**src/rtl/regfile_writeback.sv**
```systemverilog
// regfile_writeback: 2-entry in-order write-back buffer feeding a 32 x 64-bit
// register file (one-hot enables, shared data bus), with optional read bypass.
// Ports:
//   clk, reset        clock; async active-high reset
//   wb_valid/wb_ready request handshake; wb_rd, wb_data request payload
//   hold              downstream stall, blocks commit
//   reg_write_enable  one-hot register enable (none for rd 31 = XZR)
//   reg_in            shared register write data (head entry, 0 if empty)
//   pending_count     buffered entries; commit_cnt wrapping commit counter
//   ra1/ra2, byp_hit1/2, byp_data1/2  bypass query of buffered entries
// Macro REGFILE_WB_BYPASS_EN enables the bypass logic; otherwise it is tied off.
module regfile_writeback (
  input  logic        clk,
  input  logic        reset,
  input  logic        wb_valid,
  output logic        wb_ready,
  input  logic [4:0]  wb_rd,
  input  logic [63:0] wb_data,
  input  logic        hold,
  output logic [31:0] reg_write_enable,
  output logic [63:0] reg_in,
  output logic [1:0]  pending_count,
  output logic [15:0] commit_cnt,
  input  logic [4:0]  ra1,
  input  logic [4:0]  ra2,
  output logic        byp_hit1,
  output logic        byp_hit2,
  output logic [63:0] byp_data1,
  output logic [63:0] byp_data2
);

  // Entry 0 is always the head (oldest); entry 1 the younger one.
  logic [1:0]        cnt_q, cnt_d;
  logic [1:0][4:0]   rd_q, rd_d;
  logic [1:0][63:0]  dat_q, dat_d;
  logic [15:0]       ccnt_q, ccnt_d;
  logic              commit;
  logic              accept;
  logic              slot;

  // Only the reset input gates readiness; no path from wb_valid or hold.
  assign wb_ready = ~reset & (cnt_q != 2'd2);

  assign commit = (cnt_q != 2'd0) & ~hold;
  assign accept = wb_valid & wb_ready;

  always_comb begin
    rd_d   = rd_q;
    dat_d  = dat_q;
    ccnt_d = ccnt_q;
    // New entry lands behind whatever survives this cycle's pop.
    slot   = (cnt_q == 2'd1) & ~commit;
    if (commit) begin
      rd_d[0]  = rd_q[1];
      dat_d[0] = dat_q[1];
      ccnt_d   = ccnt_q + 16'd1;
    end
    if (accept) begin
      rd_d[slot]  = wb_rd;
      dat_d[slot] = wb_data;
    end
    cnt_d = cnt_q - {1'b0, commit} + {1'b0, accept};
  end

  always_ff @(posedge clk or posedge reset) begin
    if (reset) begin
      cnt_q  <= 2'd0;
      rd_q   <= '0;
      dat_q  <= '0;
      ccnt_q <= 16'd0;
    end else begin
      cnt_q  <= cnt_d;
      rd_q   <= rd_d;
      dat_q  <= dat_d;
      ccnt_q <= ccnt_d;
    end
  end

  always_comb begin
    reg_in           = (cnt_q != 2'd0) ? dat_q[0] : 64'd0;
    reg_write_enable = 32'd0;
    if (commit && rd_q[0] != 5'd31)
      reg_write_enable = 32'd1 << rd_q[0];
  end

  assign pending_count = cnt_q;
  assign commit_cnt    = ccnt_q;

`ifdef REGFILE_WB_BYPASS_EN
  // Returns {hit, data}; the younger entry wins when both match.
  function automatic logic [64:0] lookup(
    input logic [4:0]       ra,
    input logic [1:0]       cnt,
    input logic [1:0][4:0]  rd,
    input logic [1:0][63:0] dat
  );
    logic [64:0] r;
    r = 65'd0;
    if (ra != 5'd31) begin
      if (cnt == 2'd2 && rd[1] == ra)
        r = {1'b1, dat[1]};
      else if (cnt != 2'd0 && rd[0] == ra)
        r = {1'b1, dat[0]};
    end
    return r;
  endfunction

  always_comb begin
    {byp_hit1, byp_data1} = lookup(ra1, cnt_q, rd_q, dat_q);
    {byp_hit2, byp_data2} = lookup(ra2, cnt_q, rd_q, dat_q);
  end
`else
  logic unused_ra;
  assign unused_ra = ^{ra1, ra2};
  assign byp_hit1  = 1'b0;
  assign byp_hit2  = 1'b0;
  assign byp_data1 = 64'd0;
  assign byp_data2 = 64'd0;
`endif

endmodule

```
**config.mk**
```make
export PLATFORM = sky130hd
export DESIGN_NAME = regfile_writeback
export DESIGN_NICKNAME = d
export VERILOG_FILES = /design/src/rtl/regfile_writeback.sv
export SDC_FILE = /design/constraint.sdc
export NUM_CORES = 1
export LEC_CHECK = 0
export ABC_AREA = 1
export BUFFER_PORTS_ARGS = -buffer_cell sky130_fd_sc_hd__buf_2
export CORE_UTILIZATION = 45
export DETAILED_ROUTE_END_ITERATION = 8
export GPL_TIMING_DRIVEN = 0
export PLACE_DENSITY = 0.74
export REMOVE_ABC_BUFFERS = 1
export SLEW_MARGIN = 20
export SYNTH_ARGS = -nofsm -noshare
export SYNTH_HDL_FRONTEND = slang
export SYNTH_SLANG_ARGS = --single-unit
```
**constraint.sdc**
```tcl
create_clock -name clk -period 5.6 [get_ports clk]
set_input_delay 0.84 -clock clk [delete_from_list [all_inputs] [get_ports clk]]
set_output_delay 0.84 -clock clk [all_outputs]
set_load 0.03 [all_outputs]
```
==> results of run 1 <==
==> layer usage <==
metal | vias to the layer above | GRT usage, % | wire length (um) | part of all wire, %
met5 | - | 0 | 0 | 0
met4 | 0 | 4.64 | 208 | 1.1
met3 | 17 | 5.06 | 1020 | 5.5
met2 | 191 | 32.4 | 8990 | 49
met1 | 3141 | 24.1 | 8130 | 44
li1 | 3487 | - | - | -
==> final timing paths <==
check                      depth (start not counted)                   endpoint  slack [ns]                        from
min in group asynchronous                          2  commit_cnt[7]$_DFFE_PP0P_        0.51                       reset
max in group asynchronous                          3        dat_q[35]$_DFF_PP0_        4.28                       reset
max                                                6        reg_write_enable[1]        2.17  pending_count[0]$_DFF_PP0_
min reg2reg                                        2     dat_q[127]$_DFFE_PP0P_        0.50      dat_q[127]$_DFFE_PP0P_
min                                                2     dat_q[127]$_DFFE_PP0P_        0.50      dat_q[127]$_DFFE_PP0P_
max reg2reg                                        5        dat_q[15]$_DFF_PP0_        3.50  pending_count[0]$_DFF_PP0_
==> metrics by stage <==
stage	cell area, um^2	worst slack, ns
5_1_grt	9980	2.00
2_1_floorplan	7910	-2.33
4_1_cts	9980	2.11
3_3_place_gp	9160	-9.50
3_5_place_dp	9410	2.22
6_report	9980	2.17
==> state kept, by name, indices dropped and copies added, names as in the netlist <==
name and cells:
dat_q 128, commit_cnt 16, rd_q 10, pending_count 2
==> cells by family (layout without fill, tap and decap cells) <==
group                      count (synthesis)  in the layout  share of synthesized area, %
xor gates and xnor gates                  13             13                          1.30
buffers and inverters                    341            379                          21.8
adders and majority gates                  3              3                         0.429
other                                      1            132                        0.0429
and+or+nand+nor                          396            396                          18.1
AOI/OAI and AO/OA                        207            207                          13.7
DFF                                      156            156                          44.6
==> worst max-delay path, stage by stage, from the launching register on <==
cell and delay, ns:
dfrtp_1 0.51, nor2_4 0.16, nor2_4 0.48, buf_16 0.24
nand2_1 0.32, nor2_1 0.23, buf_2 0.23
==> cell type report <==
type / count / area share [%]
repair buffers: 195 / 11.6
flip-flops and latches: 156 / 39.1
diodes: 1 / 0.0251
clock buffers: 19 / 4.44
multi-input cells: 750 / 34.4
clock inverters: 11 / 1.23
well taps: 260 / 3.26
inverters: 154 / 5.92
==> cell usage in the layout (no fill, tap or decap), types with 2 or more instances in the layout <==
master,count
buf_12,3
buf_16,6
buf_2,186
bufinv_16,2
clkbuf_16,17
clkinv_2,4
clkinv_4,4
conb_1,131
dfrtp_1,156
ha_1,3
inv_1,150
nand2_1,254
nand3_1,10
nand3_4,2
nand4_1,12
nor2_1,113
nor2_4,2
o21ai_0,139
o21ai_1,27
o21ai_2,40
xnor2_1,7
xor2_1,6
==> synth_stat cells, drive strengths merged <==
| cell | number |
|---|---|
| nand2 | 255 |
| ha | 3 |
| buf | 167 |
| clkbuf | 20 |
| dfrtp | 156 |
| inv | 153 |
| o21ai | 206 |
| xnor2 | 7 |
| nor3 | 1 |
| nand4 | 12 |
| nand3 | 12 |
| nor2 | 116 |
| xor2 | 6 |
| conb | 1 |
| a21oi | 1 |
| clkinv | 1 |
==> power by group through the flow <==
stage	Clock, mW	Sequential [mW]	Combinational, mW
6_report	1.12	1.93	2.81
5_1_grt	1.19	2.00	3.12
4_1_cts	1.15	1.94	2.84
3_5_place_dp	0	1.95	2.83
3_3_place_gp	0	1.93	2.77
2_1_floorplan	0	1.94	2.03
==> summary.md, run 1 <==
| Metric | Value |
|---|---|
| Die Span X | 141 um |
| TritonRoute pass-1 iters | 4 |
| Clk sink count | 156 |
| Pint | 3.19 mW |
| Tot Pwr | 5.87 mW |
| Setup CP Type | reg -> out |
| RD Place Congestion | 0.817 |
| Tot GR Track Use | 19.0% |
| Lkg Pwr | 5.24 nW |
| Initial antenna violation count | 1 |
| Post-synth top area share | 44.6% |
| Seq cells post-synth | 156 |
| Reg power frac | 33.0% |
| Yosys top cell by area | dfrtp_1 |
| Io pins | 328 |
| Worst setup SP type | flip-flop |
| Synth warn | 0 |
| CP arrival | 2.59 ns |
| Setup tns final | 0 ns |
| CTS Buf Count | 17 |
| Pwr per Cell Area | 588 nW/um^2 |
| Port buffer count | 186 |
| Clock power share | 19.1% |
| GR Overflow Total | 0 |
| Postcts setup bufs | 0 |
| Switch Pwr | 2.68 mW |
| Fmax | 0.292 GHz |
| Global-route wire length before repair | 30.5 mm |
| Core area | 18900 um^2 |
| Clock Path Buffers | 2 |
| Max Cap Viol | 0 |
| Layout area overhead | 14.1% |
| IR drop worst, VDD | 0.312 mV |
| Layout cell share with drive strength beyond 1 | 21.3% |
| Final slew viol count | 0 |
| Initial Util | 46.3% |
| Routed length per instance | 11.9 um |
| Via density | 4.42 |
| Setup violators final | 0 |
| Unrepaired setup endpoints after global routing | false |
| Slew HR | 39.4% |
| Die ar. | 20000 um^2 |
| Synth Instances | 1117 |
| Total wire length | 18.4 mm |
| Drt initial violations | 351 |
| Critical path data required time | 4.76 ns |
| Final period util | 61.2% |
| Final #Nets | 1360 |
| Min Clock Period, post-route | 3.43 ns |
| CTS tree | yes |
| Site row count | 50 |
| CTS resizes | 0 |
| Clock-pin slew of the registers on the worst-case setup and hold paths | 0.06 ns |
| DR vias | 6836 |
| Min Hold Slack | 0.505 ns |
| Maximum number of pins on one net before global-route repair | 135 |
| Post-Syn Area | 8740 um^2 |
| Slew @ Worst Pin | 0.909 ns |
| Seq/Total Area, Yosys | 44.6% |
| CP Capture Type | output pin |
| Remaining DRCs | 0 |
| Fill cells | 1862 |
| Worst min-delay path category | reg -> reg |
| Combinational share of power | 47.9% |
| Post-synth cell types | 27 |
| H-tree Lvls | 4 |
| Number of global-route vias before repair | 6321 |
| Final core utilization | 52.8% |
| Placed Cells | 1515 |
| Dpl hpwl | 12.8 mm |
| Die height | 141 um |
| Critical path peak fanout | 28 |
| Largest cells by area after synthesis | dfrtp_1 45%, buf_4 12%, nand2_1 11% |
| Layout Cells excl Fill | 1546 |
| Net switching fraction of the power | 45.6% |
| Sequential standard cell area | 3900 um^2 |
| Endpoints failing hold | 0 |
| Status | finished, final reports clean |
| Syn_area_per_cell | 7.83 um^2 |
| Post-route ant nets | 0 |
| Hold-fix buffers at CTS | 0 |
| Final Skew | 0.0103 ns |
| CTS root buf | clkbuf_16 |
| Worst skew pair latency | 0.41 ns |
| Multi-input logic area | 3440 um^2 |
(Power assumes the default switching activity.)
==> run 2: changes to the inputs <==
--- a/config.mk
+++ b/config.mk
@@ -5,12 +5,12 @@
 export SDC_FILE = /design/constraint.sdc
 export NUM_CORES = 1
 export LEC_CHECK = 0
-export ABC_AREA = 1
+export ABC_AREA = 0
 export BUFFER_PORTS_ARGS = -buffer_cell sky130_fd_sc_hd__buf_2
-export CORE_UTILIZATION = 45
+export CORE_UTILIZATION = 44
 export DETAILED_ROUTE_END_ITERATION = 8
 export GPL_TIMING_DRIVEN = 0
-export PLACE_DENSITY = 0.74
+export PLACE_DENSITY = 0.77
 export REMOVE_ABC_BUFFERS = 1
 export SLEW_MARGIN = 20
 export SYNTH_ARGS = -nofsm -noshare
==> constraint.sdc (replaced) <==
create_clock -name clk -period 3 [get_ports clk]
set_input_delay 0.45 -clock clk [delete_from_list [all_inputs] [get_ports clk]]
set_output_delay 0.45 -clock clk [all_outputs]
set_load 0.03 [all_outputs]
==> summary.md, run 2 <==
| Metric | Value |
|---|---|
| Commonest non-fill, non-tap cell in the layout | buf_2 (was nand2_1) |
| Final Skew | 0.00665 ns (was 0.0103 ns) |
| GR Overflow Total | 0 (unchanged) |
| Final #Nets | 1109 (was 1360) |
| Critical path data required time | 3.29 ns (was 4.76 ns) |
| Slack of the critical path | 0.268 ns (was 2.17 ns) |
| Worst min-delay path category | in -> async (was reg -> reg) |
| Layout area overhead | 17.1% (was 14.1%) |
| Most frequent cells in the layout | 186 x buf_2, 156 x dfrtp_1, 150 x nand2_1 (was 254 x nand2_1, 186 x buf_2, 156 x dfrtp_1) |
| Remaining DRCs | 0 (unchanged) |
| Seq/Total Area, Yosys | 48.0% (was 44.6%) |
| Layout cell share with drive strength beyond 1 | 29.3% (was 21.3%) |
| Endpoints failing hold | 0 (unchanged) |
| Total wire length | 18.3 mm (was 18.4 mm) |
| CTS resizes | 0 (unchanged) |
| Hold-fix buffers at CTS | 0 (unchanged) |
| Initial antenna violation count | 1 (unchanged) |
| Die Span X | 138 um (was 141 um) |
| R2r setup slk | 0.27 ns (was 3.50 ns) |
| Post-route ant nets | 0 (unchanged) |
| Slew HR | 45.7% (was 39.4%) |
| Reg2Reg Depth | 9 (was 5) |
| CTS root buf | clkbuf_16 (unchanged) |
| Final period util | 91.1% |
| Max Cap Viol | 0 (unchanged) |
| Post-synth top area share | 48.0% (was 44.6%) |
| Pwr per Cell Area | 1110 nW/um^2 (was 588 nW/um^2) |
| RD Place Congestion | 0.825 (was 0.817) |
| Clock Path Buffers | 2 (unchanged) |
| Clock-pin slew of the registers on the worst-case setup and hold paths | 0.06 ns (about the same) |
| DR vias | 6161 (was 6836) |
| Synth Instances | 855 (was 1117) |
| Clk sink count | 156 (unchanged) |
| Worst setup SP type | flip-flop (unchanged) |
| Tot GR Track Use | 19.6% (was 19.0%) |
| Async S/R FF share, synth | 100% (unchanged) |
| Most frequent cell after synthesis | dfrtp_1 (was nand2_1) |
| Unrepaired setup endpoints after global routing | false (unchanged) |
| TritonRoute pass-1 iters | 5 (was 4) |
| Via density | 4.87 (was 4.42) |
| Biggest register | dat_q (unchanged) |
| Worst r2r src | pending_count[1]$_DFF_PP0_ (was pending_count[0]$_DFF_PP0_) |
| Core area | 18000 um^2 (was 18900 um^2) |
| Min Clock Period, post-route | 2.73 ns |
| H-tree Lvls | 4 (unchanged) |
| Post-synth cell types | 30 (was 27) |
| Setup violators final | 0 (unchanged) |
| Yosys top cell by area | dfrtp_1 (unchanged) |
| Worst Setup EP | pending_count[1]$_DFF_PP0_ (was reg_write_enable[1]) |
| Top_reg_cell synth | dfrtp_1 (unchanged) |
| Number of global-route vias before repair | 5769 (was 6321) |
| Global-route wire length before repair | 28.9 mm (was 30.5 mm) |
| Initial Util | 45.1% (was 46.3%) |
| Status | finished, final reports clean (unchanged) |
| Die ar. | 19000 um^2 (was 20000 um^2) |
| Site row count | 49 (was 50) |
| Synth top cells by count | 156 x dfrtp_1, 150 x nand2_1, 132 x buf_4 (was 254 x nand2_1, 156 x dfrtp_1, 151 x inv_1) |
| Slew @ Worst Pin | 0.814 ns (was 0.909 ns) |
| Final slew viol count | 0 (unchanged) |
| Routed length per instance | 14.5 um (was 11.9 um) |
| Pre-CTS setup slack | 0.120 ns (was 2.22 ns) |
| Fmax | 0.366 GHz |
| CTS Buf Count | 17 (unchanged) |
| Lkg Pwr | 4.79 nW (was 5.24 nW) |
| IR drop worst, VDD | 0.918 mV (was 0.312 mV) |
| CP Capture Type | flip-flop (was output pin) |
| Io pins | 328 (unchanged) |
| Drt initial violations | 328 (was 351) |
| Largest cells by area after synthesis | dfrtp_1 48%, buf_4 12%, mux2_2 9.6% (was dfrtp_1 45%, buf_4 12%, nand2_1 11%) |
| Worst r2r dst | pending_count[1]$_DFF_PP0_ (was dat_q[15]$_DFF_PP0_) |
| Max reg flops | 128 (unchanged) |
| Post-Syn Area | 8130 um^2 (was 8740 um^2) |
| Die height | 138 um (was 141 um) |
| Min Hold Slack | 0.145 ns (was 0.505 ns) |
| CTS tree | yes (unchanged) |
| Syn_area_per_cell | 9.51 um^2 (was 7.83 um^2) |
| Port buffer count | 186 (unchanged) |
| Setup CP Type | reg -> reg (was reg -> out) |
| Critical path peak fanout | 73 (was 28) |
| Dpl hpwl | 12.6 mm (was 12.8 mm) |
| Maximum number of pins on one net before global-route repair | 81 (was 135) |
| Postcts setup bufs | 0 (unchanged) |
| Worst Setup SP | pending_count[1]$_DFF_PP0_ (was pending_count[0]$_DFF_PP0_) |
| CP arrival | 3.02 ns (was 2.59 ns) |
| Seq cells post-synth | 156 (unchanged) |
| Worst skew pair latency | 0.41 ns (about the same) |
| Synth warn | 0 (unchanged) |
| Number of synthesized flops with an enable pin | 0 (unchanged) |
run 2: cell count changes after synthesis, moves of 13 or more:
cell,change
mux2_2,+69
o21ai_1,-27
o21ai_0,-139
nand2_1,-104
and2_1,+65
a31oi_1,+69
o21ai_2,-40
nor2_1,-13
inv_1,-148
run 2: where the power goes:
part / internal (mW) / switching [mW]
logic: 1.66 / 2.95
clock network: 1.38 / 0.839
registers: 3.11 / 0.611
run 2: stage by stage:
stage,instances,power (mW),instance area [um^2],setup TNS [ns],util (%)
after global placement,1222,8.22,8640,-1166.70,48.0
after floorplan,807,7.01,7430,-442.30,-
final,1265,10.6,9520,0,52.8
after global routing,1265,11.3,9520,0,52.8
after detailed placement,1233,8.39,8910,0,49.4
after CTS,1264,10.6,9520,0,52.8
run 2: worst min path at each step:
| stage | start | end | slack [ns] | depth (start not counted) |
|---|---|---|---|---|
| CTS | reset | rd_q[0]$_DFF_PP0_ | 0.17 | 2 |
| detailed placement | commit_cnt[15]$_DFFE_PP0P_ | commit_cnt[15]$_DFFE_PP0P_ | 0.47 | 1 |
| global placement | commit_cnt[15]$_DFFE_PP0P_ | commit_cnt[15]$_DFFE_PP0P_ | 0.46 | 1 |
| finish | reset | rd_q[5]$_DFFE_PP0P_ | 0.14 | 2 |
| floorplan | dat_q[100]$_DFFE_PP0P_ | dat_q[100]$_DFFE_PP0P_ | 0.48 | 1 |
| global route | reset | rd_q[0]$_DFF_PP0_ | 0.18 | 2 |
run 2: final cells by class:
class,instances,area [um^2]
clock inverters,4,76.3
well taps,229,287
multi-input cells,647,3530
diodes,1,2.50
clock buffers,27,533
flip-flops and latches,156,3900
fillers,1657,8500
repair buffers,197,1160
inverters,4,25.0
run 2: layer usage:
metal	up-vias	GRT usage [%]	wire, um
met2	226	32.8	9280
met1	3031	24.6	7620
met4	0	6.88	255
met3	24	4.90	1170
met5	-	0	0
li1	2880	-	-
run 2: cell families (layout without fill, tap and decap cells):
kind of cell	after synthesis	in the layout	synth area share (%)
other cells	1	132	0.0461
xor+xnor	17	17	1.83
simple gates	357	357	19.8
flops	156	156	48.0
fa+ha+maj	3	3	0.462
mux	69	69	9.55
compound gates	70	70	5.40
buf+inv	182	232	14.9
run 2: worst max-delay path: stages, from the launching register on:
cell and delay [ns]:
dfrtp_1 0.48, o21bai_4 0.50, buf_16 0.23, buf_16 0.19, inv_4 0.29, ha_1 0.41, inv_1 0.04, ha_1 0.18
xnor2_1 0.13, xnor2_1 0.12
==> run 3: changes to the inputs <==
--- a/config.mk
+++ b/config.mk
@@ -6,7 +6,9 @@
 export NUM_CORES = 1
 export LEC_CHECK = 0
 export ABC_AREA = 0
+export ABC_CLOCK_PERIOD_IN_PS = 3000
 export BUFFER_PORTS_ARGS = -buffer_cell sky130_fd_sc_hd__buf_2
+export CORE_MARGIN = 2
 export CORE_UTILIZATION = 44
 export DETAILED_ROUTE_END_ITERATION = 8
 export GPL_TIMING_DRIVEN = 0
==> summary.md, run 3 (same netlist as run 2, synthesis figures left out) <==
| Metric | Value |
|---|---|
| Status | finished, final reports clean (unchanged) |
| Lkg Pwr | 4.73 nW (was 4.79 nW) |
| Clock power share | 19.9% (was 21.0%) |
| Setup CP Type | reg -> out (was reg -> reg) |
| Die height | 140 um (was 138 um) |
| CTS Buf Count | 17 (unchanged) |
| RD Place Congestion | 0.803 (was 0.825) |
| Reg2Reg Depth | 7 (was 9) |
| Site row count | 49 (unchanged) |
| IR drop worst, VDD | 0.809 mV (was 0.918 mV) |
| Drt initial violations | 324 (was 328) |
| Global-route wire length before repair | 29.5 mm (was 28.9 mm) |
| Worst skew pair latency | 0.41 ns (about the same) |
| Maximum number of pins on one net before global-route repair | 88 (was 81) |
| Tot GR Track Use | 18.5% (was 19.6%) |
| Worst r2r dst | pending_count[1]$_DFF_PP0_ (unchanged) |
| Reg power frac | 36.0% (was 35.2%) |
| CTS resizes | 0 (unchanged) |
| Layout cell share with drive strength beyond 1 | 28.8% (was 29.3%) |
| Remaining DRCs | 0 (unchanged) |
| Clk sink count | 156 (unchanged) |
| Switch Pwr | 4.35 mW (was 4.40 mW) |
| Worst min-delay path category | in -> async (unchanged) |
| Clock Path Buffers | 2 (unchanged) |
| Initial Util | 45.1% (unchanged) |
| Max reg flops | 128 (unchanged) |
| Most frequent cells in the layout | 186 x buf_2, 156 x dfrtp_1, 150 x nand2_1 (unchanged) |
| Setup violators final | 0 (unchanged) |
| Final #Nets | 1108 (was 1109) |
| Commonest non-fill, non-tap cell in the layout | buf_2 (unchanged) |
| Pint | 5.97 mW (was 6.15 mW) |
| WP buf/inv | 1 (was 4) |
| Critical path's largest stage delay | 0.64 ns (was 0.50 ns) |
| TritonRoute pass-1 iters | 4 (was 5) |
| Hold-fix buffers at CTS | 0 (unchanged) |
| H-tree Lvls | 4 (unchanged) |
| Critical path data required time | 2.55 ns (was 3.29 ns) |
| Pwr per Cell Area | 1090 nW/um^2 (was 1110 nW/um^2) |
| Fmax | 0.365 GHz (was 0.366 GHz) |
| CP Capture Type | output pin (was flip-flop) |
| Worst path cell trace | or2_4 -> nand3_1 -> nor2_1 -> buf_2 (was o21bai_4 -> buf_16 -> buf_16 -> inv_4 -> ha_1 -> inv_1 -> ha_1 -> xnor2_1 -> xnor2_1) |
| Crit path max-delay cell type | or2_4 (was o21bai_4) |
| Unrepaired setup endpoints after global routing | false (unchanged) |
| Initial antenna violation count | 5 (was 1) |
| Slew @ Worst Pin | 0.812 ns (was 0.814 ns) |
| Slew HR | 45.9% (was 45.7%) |
| Die ar. | 19600 um^2 (was 19000 um^2) |
| CTS root buf | clkbuf_16 (unchanged) |
| Via density | 4.78 (was 4.87) |
| CTS tree | yes (unchanged) |
| Port buffer count | 186 (unchanged) |
| Die Span X | 140 um (was 138 um) |
| Combinational share of power | 44.1% (was 43.7%) |
| Critical path peak fanout | 68 (was 73) |
| GR Overflow Total | 0 (unchanged) |
| Placed Cells | 1232 (was 1233) |
| DR vias | 6056 (was 6161) |
| Biggest register | dat_q (unchanged) |
| Io pins | 328 (unchanged) |
| Postcts setup bufs | 0 (unchanged) |
| Worst setup SP type | flip-flop (unchanged) |
| Net switching fraction of the power | 42.1% (was 41.7%) |
| Worst r2r src | pending_count[1]$_DFF_PP0_ (unchanged) |
| Max Cap Viol | 0 (unchanged) |
| R2r setup slk | 0.36 ns (was 0.27 ns) |
| Post-route ant nets | 0 (unchanged) |
| Clock-pin slew of the registers on the worst-case setup and hold paths | 0.06 ns (about the same) |
| Final slew viol count | 0 (unchanged) |
| Routed length per instance | 14.3 um (was 14.5 um) |
| Layout Cells excl Fill | 1267 (was 1265) |
| Tot Pwr | 10.3 mW (was 10.6 mW) |
| Number of global-route vias before repair | 5929 (was 5769) |
| Final Skew | 0.00793 ns (was 0.00665 ns) |
| Delay-heaviest family, CP | simple AND/OR/NAND/NOR gates (was buffers and inverters) |
| Core area | 18000 um^2 (unchanged) |
| Layout area overhead | 15.9% (was 17.1%) |
| Dpl hpwl | 12.8 mm (was 12.6 mm) |
| Min Clock Period, post-route | 2.74 ns (was 2.73 ns) |
| CP arrival | 2.29 ns (was 3.02 ns) |
| Endpoints failing hold | 0 (unchanged) |
| Final period util | 91.3% (was 91.1%) |
| Total wire length | 18.1 mm (was 18.3 mm) |
-- run 3: cell count changes in the layout (fill, tap and decap cells not counted) --
| cell | delta |
|---|---|
| clkbuf_8 | -6 |
| buf_16 | -4 |
| clkbuf_1 | +4 |
| buf_12 | +3 |
| diode_2 | +3 |
| clkinv_2 | +1 |
| clkinvlp_4 | +1 |
-- run 3: layer usage --
metal / track usage, % / share of wire, % / routed length, um
met5: 0 / 0 / 0
met4: 6.58 / 1.8 / 327
met3: 6.29 / 7.2 / 1310
met2: 31.7 / 50 / 9120
met1: 21.7 / 41 / 7380
-- run 3: power by group through the flow --
| stage | registers (mW) | logic (mW) | clock network [mW] |
|---|---|---|---|
| CTS | 3.71 | 4.60 | 2.11 |
| global placement | 3.69 | 4.51 | 0 |
| finish | 3.71 | 4.55 | 2.05 |
| floorplan | 3.66 | 3.35 | 0 |
| global route | 3.84 | 4.94 | 2.20 |
| detailed placement | 3.73 | 4.59 | 0 |
-- run 3: cell type report --
cell class / count / area, um^2
multi-input cells: 647 / 3530
repair buffers: 196 / 1110
well taps: 229 / 287
inverters: 4 / 25.0
clock inverters: 6 / 88.8
diodes: 4 / 10.0
flip-flops and latches: 156 / 3900
clock buffers: 25 / 465
fillers: 1608 / 8600
-- run 3: how the worst max path moves through the flow --
stage / slack (ns) / depth (start not counted) / end / from
3_3_place_gp: -6.37 / 7 / pending_count[1]$_DFF_PP0_ / pending_count[0]$_DFF_PP0_
2_1_floorplan: -2.63 / 7 / pending_count[1]$_DFF_PP0_ / pending_count[0]$_DFF_PP0_
3_5_place_dp: 0.37 / 7 / pending_count[1]$_DFF_PP0_ / pending_count[1]$_DFF_PP0_
5_1_grt: 0.07 / 4 / reg_write_enable[5] / pending_count[0]$_DFF_PP0_
4_1_cts: 0.22 / 4 / reg_write_enable[5] / pending_count[0]$_DFF_PP0_
6_report: 0.26 / 4 / reg_write_enable[5] / pending_count[0]$_DFF_PP0_
-- run 3: worst register-to-register path: cells and delay by family (launching register included) --
family	cells	cell delay, ns
buffers and inverters	2	0.53
xor gates and xnor gates	2	0.25
DFF	1	0.49
adders and majority gates	2	0.63
AOI/OAI and AO/OA	1	0.61
-- run 3: through the flow --
step / setup WS [ns] / hold WS, ns / setup TNS [ns] / area (um^2) / util (%)
floorplan: -2.63 / 0.481 / -442.30 / 7430 / -
global placement: -6.37 / 0.474 / -1132.43 / 8640 / 48.0
detailed placement: 0.371 / 0.495 / 0 / 8860 / 49.2
CTS: 0.217 / 0.120 / 0 / 9420 / 52.2
global route: 0.0668 / 0.145 / 0 / 9430 / 52.3
finish: 0.260 / 0.106 / 0 / 9430 / 52.3
